===== src/rtl/vdp_cpu_port.sv =====
// vdp_cpu_port -- CPU-facing front end of the VDP (TMS9918A-style programming
// interface). It decodes CPU data/control port accesses, keeps the
// auto-incrementing VRAM address and the read-ahead buffer, and arbitrates CPU
// VRAM traffic against display fetch reads. It is the only master of the
// memory controller's VDP request port.
//
// Ports:
//   clock, reset          system clock, synchronous active-high reset
//   cpu_*                 CPU strobe/direction/port select/data, ack + read data
//   status_in/status_rd   status byte in, one-cycle pulse when it is read
//   vdp_regs              write-only register file, reg0 in [7:0]
//   disp_*                display fetch read request/address, data + ack
//   vdp_*                 memory controller request/ack port
//
// state   | meaning
// --------+------------------------------------------------------------
// IDLE    | no VRAM transaction in flight; picks display, then CPU op
// DISP_RD | display fetch read issued, waiting for vdp_read_ack
// CPU_RD  | CPU read-ahead issued, waiting for vdp_read_ack
// CPU_WR  | CPU data write issued, waiting for vdp_write_ack

module vdp_cpu_port #(
    parameter int ADDR_W = 14,
    parameter int NREGS  = 8
) (
    input  logic                 clock,
    input  logic                 reset,
    input  logic                 cpu_rq,
    input  logic                 cpu_we,
    input  logic                 cpu_mode,
    input  logic [7:0]           cpu_wdata,
    output logic [7:0]           cpu_rdata,
    output logic                 cpu_ack,
    input  logic [7:0]           status_in,
    output logic                 status_rd,
    output logic [8*NREGS-1:0]   vdp_regs,
    input  logic                 disp_rd_rq,
    input  logic [ADDR_W-1:0]    disp_addr,
    output logic [7:0]           disp_data,
    output logic                 disp_ack,
    output logic [ADDR_W-1:0]    vdp_addr,
    output logic [7:0]           vdp_wdata,
    input  logic [7:0]           vdp_rdata,
    output logic                 vdp_read_rq,
    input  logic                 vdp_read_ack,
    output logic                 vdp_write_rq,
    input  logic                 vdp_write_ack,
    output logic                 vdp_pipeline_reads
);

    typedef enum logic [1:0] {
        IDLE    = 2'd0,
        DISP_RD = 2'd1,
        CPU_RD  = 2'd2,
        CPU_WR  = 2'd3
    } state_t;

    state_t              state_q, state_d;
    logic [ADDR_W-1:0]   addr_q, addr_d;
    logic [7:0]          readbuf_q, readbuf_d;
    logic                flag_q, flag_d;
    logic [7:0]          latch_q, latch_d;
    logic [8*NREGS-1:0]  regs_q, regs_d;
    logic                disp_pend_q, disp_pend_d;
    logic                cpu_pend_q, cpu_pend_d;
    logic                pend_wr_q, pend_wr_d;
    logic [ADDR_W-1:0]   pend_addr_q, pend_addr_d;
    logic                cpu_busy_q, cpu_busy_d;
    logic [7:0]          cpu_rdata_q, cpu_rdata_d;
    logic                cpu_ack_q, cpu_ack_d;
    logic                status_rd_q, status_rd_d;
    logic [7:0]          disp_data_q, disp_data_d;
    logic                disp_ack_q, disp_ack_d;
    logic [ADDR_W-1:0]   vdp_addr_q, vdp_addr_d;
    logic [7:0]          vdp_wdata_q, vdp_wdata_d;
    logic                vdp_read_rq_q, vdp_read_rq_d;
    logic                vdp_write_rq_q, vdp_write_rq_d;

    logic [ADDR_W-1:0]   set_addr;

    assign set_addr = ADDR_W'({cpu_wdata[5:0], latch_q});

    always_comb begin
        state_d        = state_q;
        addr_d         = addr_q;
        readbuf_d      = readbuf_q;
        flag_d         = flag_q;
        latch_d        = latch_q;
        regs_d         = regs_q;
        disp_pend_d    = disp_pend_q;
        cpu_pend_d     = cpu_pend_q;
        pend_wr_d      = pend_wr_q;
        pend_addr_d    = pend_addr_q;
        cpu_busy_d     = cpu_busy_q;
        cpu_rdata_d    = cpu_rdata_q;
        cpu_ack_d      = 1'b0;
        status_rd_d    = 1'b0;
        disp_data_d    = disp_data_q;
        disp_ack_d     = 1'b0;
        vdp_addr_d     = vdp_addr_q;
        vdp_wdata_d    = vdp_wdata_q;
        vdp_read_rq_d  = 1'b0;
        vdp_write_rq_d = 1'b0;

        if (disp_rd_rq) begin
            disp_pend_d = 1'b1;
        end

        // CPU port decode; VRAM ops are only queued here, the FSM issues them.
        if (cpu_rq && !cpu_busy_q) begin
            if (cpu_mode && cpu_we) begin
                if (!flag_q) begin
                    latch_d   = cpu_wdata;
                    flag_d    = 1'b1;
                    cpu_ack_d = 1'b1;
                end else begin
                    flag_d = 1'b0;
                    if (cpu_wdata[7]) begin
                        if (int'(cpu_wdata[2:0]) < NREGS) begin
                            regs_d[int'(cpu_wdata[2:0])*8 +: 8] = latch_q;
                        end
                        cpu_ack_d = 1'b1;
                    end else if (cpu_wdata[6]) begin
                        addr_d    = set_addr;
                        cpu_ack_d = 1'b1;
                    end else begin
                        // Address set for reading: ack waits for the read-ahead.
                        addr_d      = set_addr + ADDR_W'(1);
                        cpu_pend_d  = 1'b1;
                        pend_wr_d   = 1'b0;
                        pend_addr_d = set_addr;
                        cpu_busy_d  = 1'b1;
                    end
                end
            end else if (cpu_mode) begin
                cpu_rdata_d = status_in;
                status_rd_d = 1'b1;
                flag_d      = 1'b0;
                cpu_ack_d   = 1'b1;
            end else begin
                flag_d      = 1'b0;
                addr_d      = addr_q + ADDR_W'(1);
                cpu_pend_d  = 1'b1;
                pend_wr_d   = cpu_we;
                pend_addr_d = addr_q;
                cpu_busy_d  = 1'b1;
                if (cpu_we) begin
                    // readbuf doubles as the write data holding register.
                    readbuf_d = cpu_wdata;
                end else begin
                    cpu_rdata_d = readbuf_q;
                end
            end
        end

        case (state_q)
            IDLE: begin
                if (disp_rd_rq || disp_pend_q) begin
                    state_d       = DISP_RD;
                    disp_pend_d   = 1'b0;
                    vdp_addr_d    = disp_addr;
                    vdp_read_rq_d = 1'b1;
                end else if (cpu_pend_q) begin
                    cpu_pend_d = 1'b0;
                    vdp_addr_d = pend_addr_q;
                    if (pend_wr_q) begin
                        state_d        = CPU_WR;
                        vdp_wdata_d    = readbuf_q;
                        vdp_write_rq_d = 1'b1;
                    end else begin
                        state_d       = CPU_RD;
                        vdp_read_rq_d = 1'b1;
                    end
                end
            end
            DISP_RD: begin
                if (vdp_read_ack) begin
                    disp_data_d = vdp_rdata;
                    disp_ack_d  = 1'b1;
                    state_d     = IDLE;
                end
            end
            CPU_RD: begin
                if (vdp_read_ack) begin
                    readbuf_d  = vdp_rdata;
                    cpu_ack_d  = 1'b1;
                    cpu_busy_d = 1'b0;
                    state_d    = IDLE;
                end
            end
            CPU_WR: begin
                if (vdp_write_ack) begin
                    cpu_ack_d  = 1'b1;
                    cpu_busy_d = 1'b0;
                    state_d    = IDLE;
                end
            end
            default: state_d = IDLE;
        endcase
    end

    always_ff @(posedge clock) begin
        if (reset) begin
            state_q        <= IDLE;
            addr_q         <= '0;
            readbuf_q      <= '0;
            flag_q         <= 1'b0;
            latch_q        <= '0;
            regs_q         <= '0;
            disp_pend_q    <= 1'b0;
            cpu_pend_q     <= 1'b0;
            pend_wr_q      <= 1'b0;
            pend_addr_q    <= '0;
            cpu_busy_q     <= 1'b0;
            cpu_rdata_q    <= '0;
            cpu_ack_q      <= 1'b0;
            status_rd_q    <= 1'b0;
            disp_data_q    <= '0;
            disp_ack_q     <= 1'b0;
            vdp_addr_q     <= '0;
            vdp_wdata_q    <= '0;
            vdp_read_rq_q  <= 1'b0;
            vdp_write_rq_q <= 1'b0;
        end else begin
            state_q        <= state_d;
            addr_q         <= addr_d;
            readbuf_q      <= readbuf_d;
            flag_q         <= flag_d;
            latch_q        <= latch_d;
            regs_q         <= regs_d;
            disp_pend_q    <= disp_pend_d;
            cpu_pend_q     <= cpu_pend_d;
            pend_wr_q      <= pend_wr_d;
            pend_addr_q    <= pend_addr_d;
            cpu_busy_q     <= cpu_busy_d;
            cpu_rdata_q    <= cpu_rdata_d;
            cpu_ack_q      <= cpu_ack_d;
            status_rd_q    <= status_rd_d;
            disp_data_q    <= disp_data_d;
            disp_ack_q     <= disp_ack_d;
            vdp_addr_q     <= vdp_addr_d;
            vdp_wdata_q    <= vdp_wdata_d;
            vdp_read_rq_q  <= vdp_read_rq_d;
            vdp_write_rq_q <= vdp_write_rq_d;
        end
    end

    assign cpu_rdata          = cpu_rdata_q;
    assign cpu_ack            = cpu_ack_q;
    assign status_rd          = status_rd_q;
    assign vdp_regs           = regs_q;
    assign disp_data          = disp_data_q;
    assign disp_ack           = disp_ack_q;
    assign vdp_addr           = vdp_addr_q;
    assign vdp_wdata          = vdp_wdata_q;
    assign vdp_read_rq        = vdp_read_rq_q;
    assign vdp_write_rq       = vdp_write_rq_q;
    assign vdp_pipeline_reads = 1'b0;

endmodule


===== config.mk =====
export PLATFORM = sky130hd
export DESIGN_NAME = vdp_cpu_port
export DESIGN_NICKNAME = d
export VERILOG_FILES = /design/src/rtl/vdp_cpu_port.sv
export SDC_FILE = /design/constraint.sdc
export NUM_CORES = 1
export LEC_CHECK = 0
export CORE_MARGIN = 5
export CORE_UTILIZATION = 34
export DETAILED_ROUTE_END_ITERATION = 16
export PLACE_DENSITY = 0.62
export SLEW_MARGIN = 20
export SYNTH_ARGS = -nofsm -noshare
export SYNTH_HDL_FRONTEND = slang
export SYNTH_SLANG_ARGS = --single-unit

===== constraint.sdc =====
create_clock -name clock -period 5.2 [get_ports clock]
set_clock_uncertainty 0.2 [all_clocks]
set_input_delay 1.56 -clock clock [delete_from_list [all_inputs] [get_ports clock]]
set_output_delay 1.56 -clock clock [all_outputs]
set_load 0.02 [all_outputs]

After elaboration in Yosys (flattened, before gate mapping)
Index checks and enable logic that the tools add are counted.
{ "op_classes": {"n_addsub": 3, "n_mul": 0, "div_mod_pow": 0, "magnitude_cmp": 0, "eq_ne": 11, "shifts": 2, "muxes": 69, "n_bitwise": 7, "n_reduce_logical": 20} }
{ "op_table": {"columns": ["operator", "count"], "rows": [
  ["14-bit two-way mux", 12],
  ["64-bit bitwise mux", 1],
  ["8-bit two-way mux", 8],
  ["8-bit by 33-bit variable shift with 64-bit output (first input constant)", 1],
  ["8-bit by 33-bit indexed part select with 64-bit output", 1],
  ["1-bit two-way mux", 41],
  ["6-bit negation with 33-bit output", 1],
  ["14-bit by 1-bit adder with 14-bit output (second input constant)", 2],
  ["4-bit AND reduction", 3],
  ["3-bit AND reduction", 3],
  ["2-bit two-way mux", 4],
  ["2-bit != test (second input constant)", 4],
  ["1-bit inverter", 7],
  ["2-bit by 1-bit != test with 1-bit output (second input constant)", 3],
  ["2-bit case mux with 3 select lines", 1],
  ["2-bit OR reduction", 3],
  ["5-bit AND reduction", 1],
  ["2-bit equality test (second input constant)", 2],
  ["1-bit case mux with 2 select lines", 2],
  ["2-bit AND reduction", 2],
  ["4-bit OR reduction", 1],
  ["3-bit != test (second input constant)", 1],
  ["3-bit OR reduction", 1],
  ["2-bit by 1-bit equality test with 1-bit output (second input constant)", 1],
  ["5 further kinds", 6]
]} }
{ "totals": {"register_bits": 158, "latch_bits": 0, "mem_bits_rw": 0, "romBits": 0, "in_bits": 46, "output_inout_bits": 108, "word_cells": 132, "mem_count": 0} }

Logic depth before layout (Yosys ltp)
{ "depth": {"depth_word": 8, "mapped_depth": 10, "mapped_depth_nobuf": 8} }

Least setup slack after synthesis
Ideal clock, no wire load.
{ "synth_path": {"path_type": "input -> register", "from": "in cpu_wdata[0]", "to": "reg regs_q[19], in the netlist vdp_regs[19]", "setup_ns": 0.128, "arrival_ns": 3.217, "required_ns": 4.872, "path_slack_ns": 1.656, "path_stages": 9, "path_buffers": 1, "path_cell_list": "buf_2 > inv_1 > ha_1 > ha_1 > nor3b_2 > nand2_1 > nor2_4 > mux2i_1 > nor2_1"} }
{ "synth_between": {"elab_chain_len": 3, "elab_cells_between_ends": 4, "classes_between": "add/sub (1); shift (2); mux (1)"} }
{ "synth_rtl": {"columns": ["item", "line", "rtl"], "rows": [
  ["start, declared", "31", "input logic [7:0] cpu_wdata,"],
  ["6-bit negation with 33-bit output (*)", "120", "regs_d[int'(cpu_wdata[2:0])*8 +: 8] = latch_q;"],
  ["8-bit by 33-bit indexed part select with 64-bit output or 8-bit by 33-bit variable shift with 64-bit output (tied branches)", "120", null],
  ["64-bit bitwise mux (*)", "120", null],
  ["end signal, assigned", "230", "regs_q <= regs_d;"],
  ["end, declared", "63", "logic [8*NREGS-1:0] regs_q, regs_d;"]
]} }
Mark *: on every way between the ends. The rest lies on a longest branch, timed or not.
A chain may end at the register's enable or synchronous reset.

Worst setup path after layout
{ "layout_path": {"from": "in cpu_wdata[1]", "to": "reg regs_q[19], in the netlist vdp_regs[19]"} }
The elaborated chain is that of the path after synthesis.

==> summary.md <==
| Metric | Value |
|---|---|
| CTS tree | `yes` |
| Port Buffers | `152` |
| Die W | `about 150 um` |
| Seq pwr share | `43.9%` |
| Chip Height | `153.1 um` |
| Setup Viol. Count Final | `0` |
| Layout area overhead | `32.39%` |
| Static Leak | `3.281 nW` |
| Via density per instance | `5.097` |
| Logic pwr share | `14.3%` |
| Num CTS Buffers | `17` |
| Worst slew pin tran | `1.022 ns` |
| Vias in the first global route | `about 6k` |
| Period utilisation layout | `79.07%` |
| Share of post-route cells with drive strength above 1 | `6.096%` |
| Syn Area/Cell | `8.604 um2` |
| EDFF count, synth | `0` |
| CTS max path bufs | `2` |
| Final #Nets | `~980` |
| GRT Overall Usage | `approximately 17%` |
| Setup TNS | `0 ns` |
| Row count | `52` |
| CP Launch Type | `input port` |
| IO Count | `154` |
| Largest net degree at the start of global routing | `77` |
| Syn Nets | `865` |
| Max-slew violation count | `0` |
| Hold slack | `0.2539 ns` |
| Synth Instances | `809` |
| Post-detail-place hpwl | `13910 um` |
| CTS Sinks | `158` |
| H-tree Lvls | `4` |
| Final min period | `4.111 ns` |
| # diodes | `0` |
| Critical path arrival | `4.20 ns` |
| Top cell by count, worst path | `ha_1` |
| Maximum clock frequency | `between 0.2 and 0.25 GHz` |
| Switch share | `27.64%` |
| Post-synthesis async set-or-reset flop share | `0%` |
| Initial Util | `approximately a third` |
| Hold_sp | `vdp_regs[36]$_SDFFE_PP0P_` |
| Yosys reg bits | `158` |
| Largest stage delay on the critical path | `~0.52 ns` |
| Pwr dens | `329.0 mW/mm2` |
| Most common library cells after synthesis | `dfxtp_1 (158), nor2_1 (119), nand2_1 (94)` |
| Pre-CTS WS | `0.6757 ns` |
| RSZ-0062 raised after global routing | `no` |
| Worst vdd ir | `229.5 uV` |
| Setup crit start | `cpu_wdata[1]` |
| Routed WL | `about 21000 um` |
| Internal power | `2.194 mW` |
| Die area | `0.02343 mm2` |
| Critical Setup Path Class | `input port to register` |
| Status | `finished, final reports clean` |
| First-pass GRT wire length | `32610 um` |
| Worst setup slack after layout | `1.089 ns` |
| Worst-path cell chain | `clkdlybuf4s50_1, buf_4, inv_1, ha_1, ha_1, nor3b_2, nand2_1, nor2_4, mux2i_1, nor2_1` |
| Global route overflow | `0` |
| Root buf cell | `clkbuf_16` |
| Core Util, Final | `45.69%` |
| Worst path required time | `5.29 ns` |
| DRC viols | `0` |
| TritonRoute pass-1 iters | `5` |
| Post-route ant nets | `0` |
| Top_reg_cell synth | `dfxtp_1` |
| Netlist cell types | `57` |
| Post-synth top area cell | `dfxtp_1` |
| R2R Path Start | `latch_q[4]$_SDFFE_PP0P_` |
| Initial antenna violation count | `0` |
| Routability cong. | `approximately 0.82` |
| Hold Buf Count CTS | `0` |
| DR WL/cell | `approximately 17 um` |
| Crit Path Max Fanout | `14` |
| Seq/Total Area, Yosys | `45.44%` |
| Worst-Skew Late Latency | `0.43 ns` |
| Worst path slowest cell | `ha_1` |
| DR vias | `6142` |
| Synth top area cells | `dfxtp_1 (45%), mux2i_1 (10%), nor2_1 (6.4%)` |
| Ys Warns | `0` |
| Post_cts resized | `0` |
| Post-synthesis cell area | `0.006960 mm2` |
| Sw Pwr | `838.2 uW` |
| WHS Path Cells | `2` |
| CTS clk-pin slew, worst paths | `0.06 ns` |
| Most common cell in the netlist | `dfxtp_1` |
| First DRT Iteration DRCs | `about 400` |
| Crit path capture type | `register` |
| Share of the synthesized area in the top cell type | `45.44%` |
| Worst min path class | `register to register` |
| Max-Cap Viols | `0` |
| Endpoints failing hold | `0` |
| Core Box Area | `0.02017 mm2` |
| # Post-CTS Setup Buffers | `0` |
| Reg2reg path depth | `5` |
| Power share of the clock group | `around two fifths` |
| Slew Limit Headroom | `31.63%` |
[critical path, delay by kind of cell]
family | cells | cell delay, ns
simple gates | 4 | 0.94
fa+ha+maj | 2 | 0.71
mux | 1 | 0.24
buf+inv | 3 | 0.74
[registers in the layout, summed over array words and instances (netlist names), 2 cells and up]
| register | cells |
|---|---|
| cpu_rdata | 8 |
| latch_q | 8 |
| pend_addr_q | 14 |
| vdp_addr | 14 |
| disp_data | 8 |
| vdp_regs | 64 |
| vdp_wdata | 8 |
| addr_q | 14 |
| readbuf_q | 8 |
| state_q | 2 |
[layout by cell type (no fill, tap or decap), types with 3 or more instances in the layout]
cell type and n:
dfxtp_1 158, clkdlybuf4s50_1 151, nor2_1 119, nand2_1 94, mux2i_1 73, a21oi_1 54, nand3_1 35, a311oi_1 28
o21ai_0 26, a211oi_1 20, clkbuf_16 17, nor3_1 15, nand2b_1 12, buf_4 12, ha_1 10, nand4_1 9
inv_1 8, xnor2_1 7, and3_1 7, xor2_1 5, clkinv_4 5, and3b_1 4, nand4b_1 4, and2_1 4
nor4_1 4, inv_6 4, nor2b_1 3
[final timing paths]
check	slack (ns)	endpoint
setup reg to reg	2.74	addr_q[13]$_SDFFE_PP0P_
setup / recovery	1.09	vdp_regs[19]$_SDFFE_PP0P_
hold / removal	0.25	vdp_regs[36]$_SDFFE_PP0P_
hold reg to reg	0.25	vdp_regs[36]$_SDFFE_PP0P_
[kinds of logic (layout without fill, tap and decap cells)]
kind of cell             Yosys count  count (layout)  share of synthesized area, %
AND/OR/NAND/NOR                  327             327                         21.82
flip-flops                       158             158                         45.44
AO/OA/AOI/OAI                    150             150                         14.04
buffers and inverters             78             204                         4.835
multiplexers                      73              73                         10.50
XOR/XNOR                          12              12                         1.510
adder cells (fa/ha/maj)           10              10                         1.798
other                              1               1                       0.05388
[metal layers]
metal | up-vias | GRT usage [%] | wire length [um]
li1 | 3066 | - | -
met1 | 2863 | 24.07 | 9808
met2 | 181 | 24.44 | 8659
met3 | 32 | 6.050 | 1601
met4 | 0 | 5.897 | 431
met5 | - | 0 | 0
[stage by stage]
stage	cells	power (mW)	cell area (um2)
after floorplan	809	1.614	6960
after global placement	1173	1.788	8617
after detailed placement	1173	1.792	8617
after CTS	1205	3.058	9215
after global routing	1205	3.158	9215
final	1205	3.032	9215
[area by class of cell]
cell class / count / area, um2
Clock buffer: 18 / 439.2
Clock inverter: 14 / 158.9
Fill cell: 2000 / 10950
Inverter: 8 / 30.03
Multi-Input combinational cell: 573 / 3465
Sequential cell: 158 / 3163
Tap cell: 270 / 337.8
Timing Repair Buffer: 164 / 1622
[power groups by stage]
stage	logic, mW	clock network (mW)	registers [mW]
global placement	0.432	0	1.36
floorplan	0.232	0	1.38
global route	0.477	1.34	1.34
CTS	0.436	1.29	1.33
detailed placement	0.433	0	1.36
finish	0.435	1.27	1.33
Note: power is estimated with default switching activity, not from simulation.
==> patch, RTL diff (same flow settings) <==
Remove the register `status_rd_q`: a continuous assignment takes its place, so the output `status_rd` follows one clock earlier.
--- a/src/rtl/vdp_cpu_port.sv
+++ b/src/rtl/vdp_cpu_port.sv
@@ -214,7 +214,6 @@
             cpu_busy_q     <= 1'b0;
             cpu_rdata_q    <= '0;
             cpu_ack_q      <= 1'b0;
-            status_rd_q    <= 1'b0;
             disp_data_q    <= '0;
             disp_ack_q     <= 1'b0;
             vdp_addr_q     <= '0;
@@ -235,7 +234,6 @@
             cpu_busy_q     <= cpu_busy_d;
             cpu_rdata_q    <= cpu_rdata_d;
             cpu_ack_q      <= cpu_ack_d;
-            status_rd_q    <= status_rd_d;
             disp_data_q    <= disp_data_d;
             disp_ack_q     <= disp_ack_d;
             vdp_addr_q     <= vdp_addr_d;
@@ -244,6 +242,8 @@
             vdp_write_rq_q <= vdp_write_rq_d;
         end
     end
+
+    assign status_rd_q = status_rd_d;
 
     assign cpu_rdata          = cpu_rdata_q;
     assign cpu_ack            = cpu_ack_q;
Function: changed (Yosys sat finds a counterexample within 4 cycles, from zero or initial values and one cycle with reset high).
==> patch against the unedited design <==
  * Hold slack worse by 0.0013 ns
  * Wire length shrank 0.95%
  * Area after synthesis rose by 0.18%
  * Total power increased by 0.79%
  * Final area increased by 0.29%
  * Maximum frequency is 15% lower
  * Worst setup slack worse by 0.72 ns
  * Sequential power about the same
  * Synthesized cell count rose by 2.6%
  * Sequential cell count shrank 1
  * Cell count up 1.7%
  * Critical path depth shrank 6
==> patch: results (changes against the unedited design) <==
| Metric | Value |
|---|---|
| Post-CTS Setup Repair Bufs | `0 (unchanged)` |
| Fill count | `1995 (-0.25%)` |
| Net Count, Synth | `886 (+2.4%)` |
| Largest net degree at the start of global routing | `90 (+17%)` |
| Diodes inserted | `0 (unchanged)` |
| Hold_sp | `vdp_regs[59]$_SDFFE_PP0P_` |
| Clock tree root buffer cell | `clkbuf_16` |
| Synthesized area per cell | `8.40 um^2 (-2.4%)` |
| WHS | `0.253 ns (-0.00132 ns)` |
| Worst Path Arrival | `3.08 ns (-1.12 ns)` |
| Post-CTS sizing | `0 (unchanged)` |
| Sink of the worst hold path | `vdp_regs[59]$_SDFFE_PP0P_` |
| Hold path depth | `2 (unchanged)` |
| VDD IR max | `0.202 mV (-12%)` |
| Synth top cells by count | `157 x dfxtp_1, 118 x nand2_1, 101 x nor2_1, 66 x a21oi_1, 59 x mux2i_1` |
| Area post-placement | `8630 um^2 (+0.20%)` |
| Slowest CP cell | `clkdlybuf4s50_1` |
| Flop2flop setup slack | `2.72 ns (-0.02 ns)` |
| Total track usage | `0.172 (about the same)` |
| Number of synthesis warnings | `0 (unchanged)` |
| Worst-Skew Late Latency | `0.43 ns (about the same)` |
| Fraction of layout cells with a size suffix above 1 | `0.0617 (+0.000753)` |
| R2r endpoint | `vdp_regs[54]$_SDFFE_PP0P_` |
| Critical path origin | `cpu_we` |
| Placed cells | `1194 (+1.8%)` |
| Crit-path leading delay family | `buffers and inverters` |
| DP HPWL | `13.5 mm (-2.9%)` |
| Reg clk slew, reported paths | `0.06 ns (about the same)` |
| Share of the yosys chip area belonging to registers | `0.451 (-0.00369)` |
| Worst Hold Class | `flop to flop` |
| Vias in the first global route | `5984 (+2.6%)` |
| Antenna violations before repair | `1 (+1)` |
| Reg2Reg Depth | `6 (+1)` |
| Asr flop ratio synth | `0 (unchanged)` |
| # nets final | `999 (+2.1%)` |
| Max incr delay on CP | `0.63 ns (+0.11 ns)` |
| Leak | `3.22 nW (-1.8%)` |
| Top cells by area, synth | `dfxtp_1 45%, mux2i_1 8.5%, nand2_1 6.4%` |
| Final GP Congestion | `0.866 (+5.0%)` |
| First-pass GRT wire length | `32.9 mm (+0.89%)` |
| Placement Setup Slack | `0.363 ns (-0.313 ns)` |
| Reg-to-reg critical path startpoint | `cpu_busy_q$_SDFF_PP0_` |
| Outcome | `completed` |
| CP Max Fanout | `6 (-8)` |
| DR pass1 iterations | `5 (unchanged)` |
| Final WL | `20.3 mm (-0.95%)` |
| Slew Limit Headroom | `0.326 (+0.00926)` |
| Wire per inst | `16.6 um (-2.6%)` |
| Iter 0 DRT Violations | `407 (-0.97%)` |
| Vias per Instance | `5.06 (-0.64%)` |
| Synth unique cells | `54 (-5.3%)` |
[patch: layer usage]
layer | wire (um) | share of wire | up-vias | GRT usage
li1 | - | - | 3138 | -
met1 | 9870 | 0.49 | 2851 | 0.244
met2 | 8640 | 0.43 | 195 | 0.250
met3 | 1480 | 0.073 | 23 | 0.0529
met4 | 295 | 0.015 | 2 | 0.0530
met5 | 13 | 0.00064 | - | 0
[patch: cell families (layout without fill, tap and decap cells)]
kind of cell | after synthesis | in the layout | share of synthesized area
AO/OA/AOI/OAI | 162 | 162 | 0.148
XOR/XNOR | 12 | 12 | 0.0151
multiplexers | 59 | 59 | 0.0847
flip-flops | 157 | 157 | 0.451
buffers and inverters | 85 | 211 | 0.0535
other | 1 | 1 | 0.000538
AND/OR/NAND/NOR | 344 | 344 | 0.229
adder cells (fa/ha/maj) | 10 | 10 | 0.0179
[patch: worst max-delay path by stage]
| stage | end | slack, ns | cells after the start |
|---|---|---|---|
| after global routing | status_rd | 0.31 | 4 |
| after CTS | status_rd | 0.34 | 4 |
| after floorplan | status_rd | 0.92 | 5 |
| final | status_rd | 0.36 | 4 |
| after detailed placement | status_rd | 0.36 | 4 |
| after global placement | status_rd | 0.36 | 4 |
[patch: final cells by class]
cell class | instances | area, um^2 | share of cell area
inverters | 11 | 41.3 | 0.00447
clock inverters | 13 | 164 | 0.0177
flip-flops and latches | 157 | 3140 | 0.340
well taps | 270 | 338 | 0.0366
multi-input cells | 588 | 3460 | 0.374
clock buffers | 19 | 443 | 0.0479
repair buffers | 168 | 1650 | 0.179
[patch: power breakdown]
part | leakage, nW | internal, mW | switching (mW) | total (mW)
Clock | 0.282 | 0.769 | 0.519 | 1.29
Combinational | 1.67 | 0.193 | 0.247 | 0.441
Sequential | 1.27 | 1.27 | 0.0571 | 1.33
